==> src/rtl/iob_skid_buf_pkg.sv <==
// Shared constants for the two-entry skid buffer: occupancy width and state encoding.
// The state value doubles as the occupancy count reported on the level port.
package iob_skid_buf_pkg;

  localparam int LEVEL_W = 2;
  localparam int ST_W    = LEVEL_W + 2;

  typedef enum logic [LEVEL_W-1:0] {
    EMPTY = 2'd0,
    ONE   = 2'd1,
    FULL  = 2'd2
  } state_e;

endpackage

==> src/rtl/iob_skid_buf_if.sv <==
// Valid/ready word stream; master drives valid+data, slave drives ready.
interface iob_skid_buf_if #(
  parameter int DATA_W = 32
);

  logic              valid;
  logic [DATA_W-1:0] data;
  logic              ready;

  modport master (output valid, output data, input ready);
  modport slave  (input valid, input data, output ready);

endinterface

==> src/rtl/iob_skid_reg.sv <==
// W-bit register with enable, synchronous clear and asynchronous active-low clear to zero.
// Synchronous clear takes priority over the enable.
module iob_skid_reg #(
  parameter int W = 32
) (
  input  logic         clk,
  input  logic         arst_n,
  input  logic         clr_i,
  input  logic         en_i,
  input  logic [W-1:0] d_i,
  output logic [W-1:0] q_o
);

  logic [W-1:0] q_q;

  always_ff @(posedge clk or negedge arst_n) begin
    if (!arst_n) begin
      q_q <= '0;
    end else if (clr_i) begin
      q_q <= '0;
    end else if (en_i) begin
      q_q <= d_i;
    end
  end

  assign q_o = q_q;

endmodule

==> src/rtl/iob_skid_buf.sv <==
// Two-entry elastic stage: latency 1, full throughput; s_ready, m_valid, level are flop outputs,
// so backpressure from m_ready reaches s_ready only through a register (no comb ready path).
module iob_skid_buf
  import iob_skid_buf_pkg::*;
#(
  parameter int DATA_W = 32
) (
  input  logic               clk,
  input  logic               arst_n,
  input  logic               rst,
  iob_skid_buf_if.slave      s_if,
  iob_skid_buf_if.master     m_if,
  output logic [LEVEL_W-1:0] level
);

  logic               in_xfer;
  logic               out_xfer;
  logic [LEVEL_W-1:0] lvl_q, lvl_d;
  logic               vld_q, full_q;
  logic [ST_W-1:0]    st_q, st_d;
  logic               main_en, skid_en;
  logic [DATA_W-1:0]  main_d, main_q, skid_q;

  assign in_xfer  = s_if.valid & ~full_q;
  assign out_xfer = vld_q & m_if.ready;

  // Valid and full flags are stored decoded next to the level so the handshake outputs are pure flops.
  assign st_d = {(lvl_d == FULL), (lvl_d != EMPTY), lvl_d};
  assign {full_q, vld_q, lvl_q} = st_q;

  iob_skid_reg #(.W(ST_W)) u_state (
    .clk    (clk),
    .arst_n (arst_n),
    .clr_i  (rst),
    .en_i   (1'b1),
    .d_i    (st_d),
    .q_o    (st_q)
  );

  always_comb begin
    lvl_d   = lvl_q;
    main_en = 1'b0;
    main_d  = s_if.data;
    skid_en = 1'b0;
    unique case (lvl_q)
      EMPTY: begin
        if (in_xfer) begin
          lvl_d   = ONE;
          main_en = 1'b1;
        end
      end
      ONE: begin
        if (in_xfer && out_xfer) begin
          main_en = 1'b1;
        end else if (out_xfer) begin
          lvl_d = EMPTY;
        end else if (in_xfer) begin
          lvl_d   = FULL;
          skid_en = 1'b1;
        end
      end
      FULL: begin
        if (out_xfer) begin
          lvl_d   = ONE;
          main_en = 1'b1;
          main_d  = skid_q;
        end
      end
      default: lvl_d = EMPTY;
    endcase
  end

  // A flush leaves m_data untouched, so the main word register never sees rst as a clear.
  iob_skid_reg #(.W(DATA_W)) u_main (
    .clk    (clk),
    .arst_n (arst_n),
    .clr_i  (1'b0),
    .en_i   (main_en & ~rst),
    .d_i    (main_d),
    .q_o    (main_q)
  );

  iob_skid_reg #(.W(DATA_W)) u_skid (
    .clk    (clk),
    .arst_n (arst_n),
    .clr_i  (rst),
    .en_i   (skid_en),
    .d_i    (s_if.data),
    .q_o    (skid_q)
  );

  always_comb begin
    m_if.valid = vld_q;
    m_if.data  = main_q;
    s_if.ready = ~full_q;
    level      = lvl_q;
  end

endmodule

==> src/flat_wrapper.sv <==
// flat-port wrapper written by rule: the top's interface ports become plain ports
module iob_skid_buf_flat import iob_skid_buf_pkg::*;
#(
  parameter int DATA_W = 32
)
  (clk, arst_n, rst, level, s_if_valid, s_if_data, s_if_ready, m_if_valid, m_if_data, m_if_ready);
  iob_skid_buf_if #(.DATA_W(DATA_W)) s_if_i ();
  iob_skid_buf_if #(.DATA_W(DATA_W)) m_if_i ();
  input  logic clk;
  input  logic arst_n;
  input  logic rst;
  output logic [LEVEL_W-1:0] level;
  input wire logic [$bits(s_if_i.valid)-1:0] s_if_valid;
  input wire logic [$bits(s_if_i.data)-1:0] s_if_data;
  output wire logic [$bits(s_if_i.ready)-1:0] s_if_ready;
  output wire logic [$bits(m_if_i.valid)-1:0] m_if_valid;
  output wire logic [$bits(m_if_i.data)-1:0] m_if_data;
  input wire logic [$bits(m_if_i.ready)-1:0] m_if_ready;
  assign s_if_i.valid = s_if_valid;
  assign s_if_i.data = s_if_data;
  assign s_if_ready = s_if_i.ready;
  assign m_if_valid = m_if_i.valid;
  assign m_if_data = m_if_i.data;
  assign m_if_i.ready = m_if_ready;
  iob_skid_buf #(.DATA_W(DATA_W)) u_core (.clk(clk), .arst_n(arst_n), .rst(rst), .s_if(s_if_i), .m_if(m_if_i), .level(level));
endmodule
==> config.mk <==
export PLATFORM = sky130hd
export DESIGN_NAME = iob_skid_buf_flat
export DESIGN_NICKNAME = d
export VERILOG_FILES = /design/src/rtl/iob_skid_buf_pkg.sv /design/src/rtl/iob_skid_buf_if.sv /design/src/rtl/iob_skid_reg.sv /design/src/rtl/iob_skid_buf.sv /design/src/flat_wrapper.sv
export SDC_FILE = /design/constraint.sdc
export NUM_CORES = 1
export LEC_CHECK = 0
export CORE_MARGIN = 5
export CORE_UTILIZATION = 58
export CTS_BUF_LIST = sky130_fd_sc_hd__clkbuf_8
export CTS_CLUSTER_SIZE = 20
export DETAILED_ROUTE_END_ITERATION = 10
export DONT_BUFFER_PORTS = 1
export PLACE_DENSITY = 0.81
export SKIP_CTS_REPAIR_TIMING = 1
export SLEW_MARGIN = 25
export SYNTH_ARGS = -nofsm -noshare
export SYNTH_HDL_FRONTEND = slang
export SYNTH_HIERARCHICAL = 1
export SYNTH_SLANG_ARGS = --single-unit
==> constraint.sdc <==
create_clock -name clk -period 5.2 [get_ports clk]
set_clock_uncertainty 0.15 [all_clocks]
set_input_delay 1.3 -clock clk [delete_from_list [all_inputs] [get_ports clk]]
set_output_delay 1.3 -clock clk [all_outputs]
set_load 0.03 [all_outputs]
==> results of run 1 <==
[critical path, delay by kind of cell]
kind	cells	cell delay [ps]
buf+inv	2	760
compound gates	2	850
mux	1	240
simple gates	2	130
[placed cells by master (no fill, tap or decap)]
| cell type | count |
|---|---|
| nor2_1 | 69 |
| mux2i_1 | 68 |
| dfrtp_1 | 68 |
| mux2_4 | 30 |
| clkbuf_8 | 12 |
| conb_1 | 6 |
| a21oi_1 | 4 |
| clkinvlp_4 | 2 |
| inv_1 | 2 |
| mux2_2 | 2 |
| nor2b_1 | 2 |
| nand2_1 | 2 |
| buf_4 | 2 |
| clkinv_2 | 1 |
| nand4b_4 | 1 |
| nor3b_1 | 1 |
| a21boi_0 | 1 |
| nand3_1 | 1 |
| o311ai_0 | 1 |
| a21oi_4 | 1 |
| o21bai_1 | 1 |
| and3_2 | 1 |
[final cells by class]
class	count	area, µm²	share of cell area
Sequential cell	68	1700	0.478
Multi-Input combinational cell	191	1560	0.438
Clock buffer	12	165	0.0464
Tap cell	75	93.8	0.0263
Clock inverter	4	23.8	0.00667
Timing Repair Buffer	2	15.0	0.00421
Inverter	1	3.75	0.00105
[stage by stage]
step | area, µm² | hold slack (ps)
after floorplan | 3460 | 332
after global placement | 3370 | 350
after detailed placement | 3370 | 360
after CTS | 3560 | 377
after global routing | 3560 | 411
final | 3560 | 370
[routing by layer]
metal	vias to the layer above	share of wire
met3	10	0.074
li1	917	-
met5	-	0
met2	53	0.50
met4	0	0.017
met1	948	0.40
[power by group through the flow]
stage | registers (mW) | clock network, mW | logic, mW
5_1_grt | 0.609 | 0.437 | 0.111
3_5_place_dp | 0.615 | 0 | 0.101
6_report | 0.605 | 0.398 | 0.102
4_1_cts | 0.606 | 0.411 | 0.101
2_1_floorplan | 0.609 | 0 | 0.107
3_3_place_gp | 0.615 | 0 | 0.0970
[how the worst min path moves through the flow]
| stage | startpoint | to | cells past startpoint |
|---|---|---|---|
| after floorplan | u_core/u_skid/q_o[0] | u_core/u_skid/q_o[0] | 2 |
| after global placement | u_core/u_skid/q_o[31] | u_core/u_skid/q_o[31] | 2 |
| after detailed placement | u_core/u_skid/q_o[17] | u_core/u_skid/q_o[17] | 2 |
| after CTS | u_core/u_skid/q_o[0] | u_core/u_skid/q_o[0] | 2 |
| after global routing | u_core/u_skid/q_o[21] | u_core/u_skid/q_o[21] | 2 |
| final | u_core/u_skid/q_o[0] | u_core/u_skid/q_o[0] | 2 |
[logic make-up (layout without fill, tap and decap cells)]
kind of cell           Yosys count  in the layout  synth area share
AOI/OAI and AO/OA                8              8            0.0142
DFF                             68             68             0.495
and+or+nand+nor                 77             77            0.0935
other                            2              6           0.00218
buffers and inverters           19             19            0.0604
muxes                          100            100             0.335
[flip-flops by register name, indices dropped and copies added, names as in the netlist]
name	flops
u_core/u_state/q_o	4
u_core/u_main/q_o	32
u_core/u_skid/q_o	32
==> results.sh, run 1 <==
export IMPL_status="completed"
export IMPL_rsz0062_at_grt="no"
export IMPL_synth_common_cells="nor2_1, dfrtp_1, mux2i_1"
export IMPL_reg2reg_slack_ps=2200
export IMPL_postSynthCellCount=274
export IMPL_avgSynthCellArea_um2=12.6
export IMPL_critPathSlowestCell="a21oi_4"
export IMPL_period_needed_ps=3230
export IMPL_yosys_area_top_type_share=0.495
export IMPL_r2r_end="u_core/u_main/q_o[12]"
export IMPL_drive_above_1_share=0.187
export IMPL_yosysUniqueCellTypes=21
export IMPL_switching_share=0.260
export IMPL_synth_top_area_cell="dfrtp_1"
export IMPL_crit_arrival_ps=3300
export IMPL_ys_async_sr_fraction=1.00
export IMPL_dieWidth_um=87.0
export IMPL_die_y_um=87.0
export IMPL_drt_initial_drc_count=115
export IMPL_viasPerCell=5.46
export IMPL_final_hold_violation_count=0
export IMPL_hp_class="register to register"
export IMPL_num_vias=1928
export IMPL_grt_pass1_vias=2080
export IMPL_track_usage=0.174
export IMPL_io_pins=73
export IMPL_wirelength_um=6200
export IMPL_critical_path_peak_fanout=33
export IMPL_ys_warn_count=6
export IMPL_synth_seq_area_share=0.495
export IMPL_final_nets=310
export IMPL_cts_tree="yes"
export IMPL_use_met3=0.0596
export IMPL_place_port_buffers=0
export IMPL_grt_max_degree=69
export IMPL_finalPower_mw=1.10
export IMPL_syn2layout_area_growth_pct=3.53
export IMPL_synth_edf_count=0
export IMPL_gp_congestion=0.744
export IMPL_leakage_nw=1.72
export IMPL_start_util=0.588
export IMPL_dp_cells=337
export IMPL_period_share=0.622
export IMPL_post_place_ws_ps=1640
export IMPL_drt_pass1_iterations=4
export IMPL_power_density_nw_per_um2=310
export IMPL_cts_sinks=68
export IMPL_cp_endpoint="u_core/u_main/q_o[12]"
export IMPL_core_um2=5850
export IMPL_root_buffer="clkbuf_8"
export IMPL_grtUsageMet1=0.195
export IMPL_crit_chain="nand4b_4 -> buf_4 -> a21boi_0 -> a21oi_4 -> buf_4 -> mux2i_1 -> nor2_1"
export IMPL_worst_pin_slew_ps=1040
export IMPL_reg2regPathDepth=7
export IMPL_antenna_found_initial=0
export IMPL_crit_type="input port to register"
export IMPL_maxCapViolations=0
export IMPL_clockBufferDepth=2
export IMPL_stdcell_count=353
export IMPL_switchingPower_uw=288
export IMPL_drc_errors=0
export IMPL_cp_end_kind="register"
export IMPL_synth_ff_type="dfrtp_1"
export IMPL_cpMostUsedCell="buf_4"
export IMPL_drv_slew=0
export IMPL_wl_per_cell_um=17.6
export IMPL_seq_power_share=0.548
export IMPL_use_met2=0.293
export IMPL_cts_reportedPaths_clkPinSlew_ps=70
export IMPL_antenna_cells=0
export IMPL_cts_made_buffers=9
export IMPL_ys_seq_elements=68
export IMPL_synthTopCellsByArea="dfrtp_1, mux2i_1, mux2_4"
export IMPL_max_slew_margin_rel=0.310
export IMPL_num_rows=28
export IMPL_fmax_mhz=309
export IMPL_grt_pass1_wl_um=10100
export IMPL_crit_start="m_if_ready"
export IMPL_worst_setup_path_start_kind="input port"
export IMPL_final_util=0.609
export IMPL_ant_nets=0
export IMPL_peakVddDrop_v=0.000158
export IMPL_die_area_um2=7570
export IMPL_synth_cell_area_um2=3440
export IMPL_post_dp_hpwl_um=4050
export IMPL_timing_rr_start="u_core/u_state/q_o[0]"
export IMPL_busiest_layer="met2"
export IMPL_critPathRequiredTime_ps=5270
export IMPL_synth_most_common_cell="nor2_1"
export IMPL_power_internal_uw=817
export IMPL_tns_ps=0
export IMPL_setup_viol=0
export IMPL_critPathMaxStageDelay_ps=600
export IMPL_n_fill_cell=461
export IMPL_fin_ws_ps=1970
export IMPL_comb_power_share=0.092
export IMPL_insertion_delay_ps=330
export IMPL_clkPwrFrac=0.360
export IMPL_ctsHtreeMaxLevel=3
export IMPL_grt_overflow=0
Power figures use the tool's default switching activity.
==> run 2, diff against run 1 <==
Clock period 5.2 ns to 3 ns, I/O delays scaled along.
==> results.sh, run 2 (synthesis gave the netlist of run 1 again) <==
export IMPL_fin_ws_ps=621
export IMPL_crit_type="register to register"
export IMPL_drc_errors=0
export IMPL_timing_rr_start="u_core/u_state/q_o[1]"
export IMPL_critical_path_peak_fanout=18
export IMPL_stdcell_count=354
export IMPL_post_place_ws_ps=626
export IMPL_post_dp_hpwl_um=4110
export IMPL_die_area_um2=7570
export IMPL_drt_pass1_iterations=4
export IMPL_gp_congestion=0.787
export IMPL_cts_made_buffers=9
export IMPL_num_rows=28
export IMPL_core_um2=5850
export IMPL_hp_class="input port to asynchronous set/reset pin"
export IMPL_rsz0062_at_grt="no"
export IMPL_root_buffer="clkbuf_8"
export IMPL_cts_tree="yes"
export IMPL_holdWs_ps=139
export IMPL_crit_arrival_ps=2440
export IMPL_wl_per_cell_um=17.3
export IMPL_final_hold_violation_count=0
export IMPL_track_usage=0.175
export IMPL_final_nets=314
export IMPL_num_vias=1942
export IMPL_critPathRequiredTime_ps=3060
export IMPL_grt_pass1_wl_um=10200
export IMPL_viasPerCell=5.49
export IMPL_cts_reportedPaths_clkPinSlew_ps=70
export IMPL_mostFrequentLayoutCell="nor2_1"
export IMPL_ant_nets=0
export IMPL_antenna_cells=0
export IMPL_leakage_nw=1.73
export IMPL_finalPower_mw=1.84
export IMPL_n_fill_cell=477
export IMPL_power_density_nw_per_um2=514
export IMPL_postPlaceCellArea_um2=3410
export IMPL_clockBufferDepth=2
export IMPL_cp_end_kind="register"
export IMPL_tns_ps=0
export IMPL_maxCapViolations=0
export IMPL_cts_sinks=68
export IMPL_io_pins=73
export IMPL_layout_common_cells="nor2_1, mux2i_1, dfrtp_1, mux2_4, clkbuf_8"
export IMPL_peakVddDrop_v=0.000407
export IMPL_die_y_um=87.0
export IMPL_dieWidth_um=87.0
export IMPL_drive_above_1_share=0.190
export IMPL_final_util=0.612
export IMPL_crit_start="u_core/u_state/q_o[1]"
export IMPL_reg2reg_slack_ps=620
export IMPL_ctsHtreeMaxLevel=3
export IMPL_period_needed_ps=2380
export IMPL_status="completed"
export IMPL_reg2regPathDepth=6
export IMPL_drt_initial_drc_count=74
export IMPL_fmax_mhz=420
export IMPL_final_cell_area_um2=3580
export IMPL_place_port_buffers=0
export IMPL_syn2layout_area_growth_pct=4.07
export IMPL_drv_slew=0
export IMPL_start_util=0.588
export IMPL_grt_pass1_vias=2128
export IMPL_wirelength_um=6130
export IMPL_setup_viol=0
export IMPL_dp_cells=340
export IMPL_grt_max_degree=69
export IMPL_worst_setup_path_start_kind="register"
export IMPL_antenna_found_initial=0
export IMPL_max_slew_margin_rel=0.650
export IMPL_period_share=0.793
export IMPL_grt_overflow=0
export IMPL_r2r_end="u_core/u_main/q_o[17]"
export IMPL_worst_pin_slew_ps=526
export IMPL_insertion_delay_ps=320
==> run 2: power breakdown <==
part	internal [mW]	switching, mW	leakage, nW
Clock	0.280	0.309	0.0780
Sequential	0.958	0.0907	0.933
Combinational	0.102	0.0998	0.720
==> run 2: metal layers <==
layer | vias to the layer above | routed length (µm) | GRT usage
li1 | 927 | - | -
met4 | 0 | 82 | 0.0708
met3 | 10 | 467 | 0.0615
met5 | - | 0 | 0
met1 | 951 | 2540 | 0.212
met2 | 54 | 3050 | 0.284
==> run 2: layout make-up <==
cell class	instances	area, µm²	share of cell area
Clock buffer	9	124	0.0346
Clock inverter	4	21.3	0.00594
Inverter	1	3.75	0.00105
Multi-Input combinational cell	191	1560	0.435
Sequential cell	68	1700	0.475
Tap cell	75	93.8	0.0262
Timing Repair Buffer	6	77.6	0.0217
==> run 2: worst max path at each step <==
stage / to / slack [ps] / depth (start not counted)
after global placement: u_core/u_main/q_o[29] / 740 / 6
after global routing: u_core/u_main/q_o[25] / 400 / 6
after detailed placement: u_core/u_main/q_o[14] / 630 / 6
after floorplan: u_core/u_main/q_o[0] / 920 / 7
after CTS: u_core/u_main/q_o[17] / 690 / 6
final: u_core/u_main/q_o[17] / 620 / 6
==> run 2: critical path, cell delays in order, from the launching register on <==
cell     delay [ps]
dfrtp_1         580
nor3b_1         500
nand3_1         220
a21oi_4         200
buf_4           320
mux2i_1         230
nor2_1           60
==> run 3, diff against run 2 <==
Clock period 3 ns to 2.4 ns, I/O delays scaled along.
==> results.sh, run 3 (synthesis gave the netlist of run 1 again) <==
export IMPL_ant_nets=0
export IMPL_insertion_delay_ps=340
export IMPL_grt_pass1_vias=2106
export IMPL_grtUsageMet1=0.199
export IMPL_crit_arrival_ps=2010
export IMPL_setup_viol=0
export IMPL_finalPower_mw=2.53
export IMPL_num_rows=28
export IMPL_crit_start="u_core/u_state/q_o[0]"
export IMPL_final_hold_violation_count=0
export IMPL_drt_pass1_iterations=4
export IMPL_switching_share=0.262
export IMPL_reg2regPathDepth=7
export IMPL_cts_tree="yes"
export IMPL_num_vias=1998
export IMPL_drv_slew=0
export IMPL_wl_per_cell_um=17.6
export IMPL_critPathRequiredTime_ps=2480
export IMPL_fmax_mhz=517
export IMPL_cp_end_kind="register"
export IMPL_grt_pass1_wl_um=10200
export IMPL_rsz0062_at_grt="no"
export IMPL_ctsHtreeMaxLevel=3
export IMPL_grt_overflow=0
export IMPL_post_dp_hpwl_um=4270
export IMPL_drc_errors=0
export IMPL_clkPwrFrac=0.376
export IMPL_grt_max_degree=69
export IMPL_cp_endpoint="u_core/u_main/q_o[9]"
export IMPL_timing_rr_start="u_core/u_state/q_o[0]"
export IMPL_use_met3=0.0757
export IMPL_leakage_nw=1.79
export IMPL_dieWidth_um=87.0
export IMPL_comb_power_share=0.112
export IMPL_maxCapViolations=0
export IMPL_final_nets=318
export IMPL_die_y_um=87.0
export IMPL_status="completed"
export IMPL_power_density_nw_per_um2=684
export IMPL_r2r_end="u_core/u_main/q_o[9]"
export IMPL_busiest_layer="met2"
export IMPL_worst_setup_path_start_kind="register"
export IMPL_power_internal_mw=1.87
export IMPL_syn2layout_area_growth_pct=7.42
export IMPL_period_share=0.806
export IMPL_period_needed_ps=1930
export IMPL_core_um2=5850
export IMPL_gp_congestion=0.753
export IMPL_hp_class="input port to register"
export IMPL_mostFrequentLayoutCell="nor2_1"
export IMPL_use_met2=0.297
export IMPL_viasPerCell=5.53
export IMPL_layout_common_cells="nor2_1, mux2i_1, dfrtp_1, mux2_4, clkbuf_8"
export IMPL_cts_made_buffers=9
export IMPL_peakVddDrop_v=0.000450
export IMPL_cts_reportedPaths_clkPinSlew_ps=70
export IMPL_crit_type="register to register"
export IMPL_critical_path_peak_fanout=15
export IMPL_clockBufferDepth=2
export IMPL_drive_above_1_share=0.206
export IMPL_antenna_cells=0
export IMPL_drt_initial_drc_count=92
export IMPL_root_buffer="clkbuf_8"
export IMPL_seq_power_share=0.513
export IMPL_tns_ps=0
export IMPL_switchingPower_uw=664
export IMPL_io_pins=73
export IMPL_wirelength_um=6360
export IMPL_start_util=0.588
export IMPL_reg2reg_slack_ps=470
export IMPL_track_usage=0.178
export IMPL_die_area_um2=7570
export IMPL_place_port_buffers=0
export IMPL_cts_sinks=68
export IMPL_antenna_found_initial=0
==> run 3: how the worst min path moves through the flow <==
stage           start  slack [ps]                    end  cells after the start
2_1_floorplan  arst_n         150   u_core/u_main/q_o[0]                      0
3_3_place_gp   arst_n         160  u_core/u_state/q_o[3]                      0
3_5_place_dp   arst_n         160  u_core/u_state/q_o[3]                      0
4_1_cts        arst_n        -220   u_core/u_skid/q_o[8]                      0
5_1_grt           rst         140  u_core/u_state/q_o[3]                      1
6_report          rst         170  u_core/u_state/q_o[3]                      1
==> run 3: stage by stage <==
step | std cells | cell area, µm² | setup slack (ps) | util | hold WS [ps]
floorplan | 278 | 3460 | 443 | - | 154
global placement | 343 | 3460 | 370 | 0.591 | 156
detailed placement | 343 | 3460 | 306 | 0.591 | 156
CTS | 359 | 3660 | 456 | 0.625 | -223
global route | 361 | 3700 | 361 | 0.632 | 140
finish | 361 | 3700 | 465 | 0.632 | 172
==> run 3: critical path, stage by stage (launching register included) <==
cell,delay [ps]
dfrtp_1,370
buf_4,190
nand4b_4,190
a21boi_0,190
a21oi_4,240
buf_12,200
mux2i_1,220
nor2_1,70
==> run 3: power groups by stage <==
stage	logic (mW)	registers (mW)	clock network [mW]
3_3_place_gp	0.241	1.32	0
5_1_grt	0.307	1.30	1.03
2_1_floorplan	0.232	1.32	0
6_report	0.282	1.30	0.951
3_5_place_dp	0.253	1.32	0
4_1_cts	0.252	1.30	0.976
==> run 3: layout make-up <==
| cell class | count | area, µm² |
|---|---|---|
| multi-input combinational | 191 | 1560 |
| tap | 75 | 93.8 |
| clock inverter | 5 | 51.3 |
| clock buffer | 11 | 151 |
| sequential | 68 | 1700 |
| fill | 441 | 2150 |
| timing repair buffer | 10 | 135 |
| inverter | 1 | 3.75 |
==> run 3: layer usage <==
layer  wire (µm)  up-vias  part of all wire
met4          89        0             0.014
met2        3180       60              0.50
li1            -      938                 -
met1        2530      992              0.40
met5           0        -                 0
met3         560        8             0.088
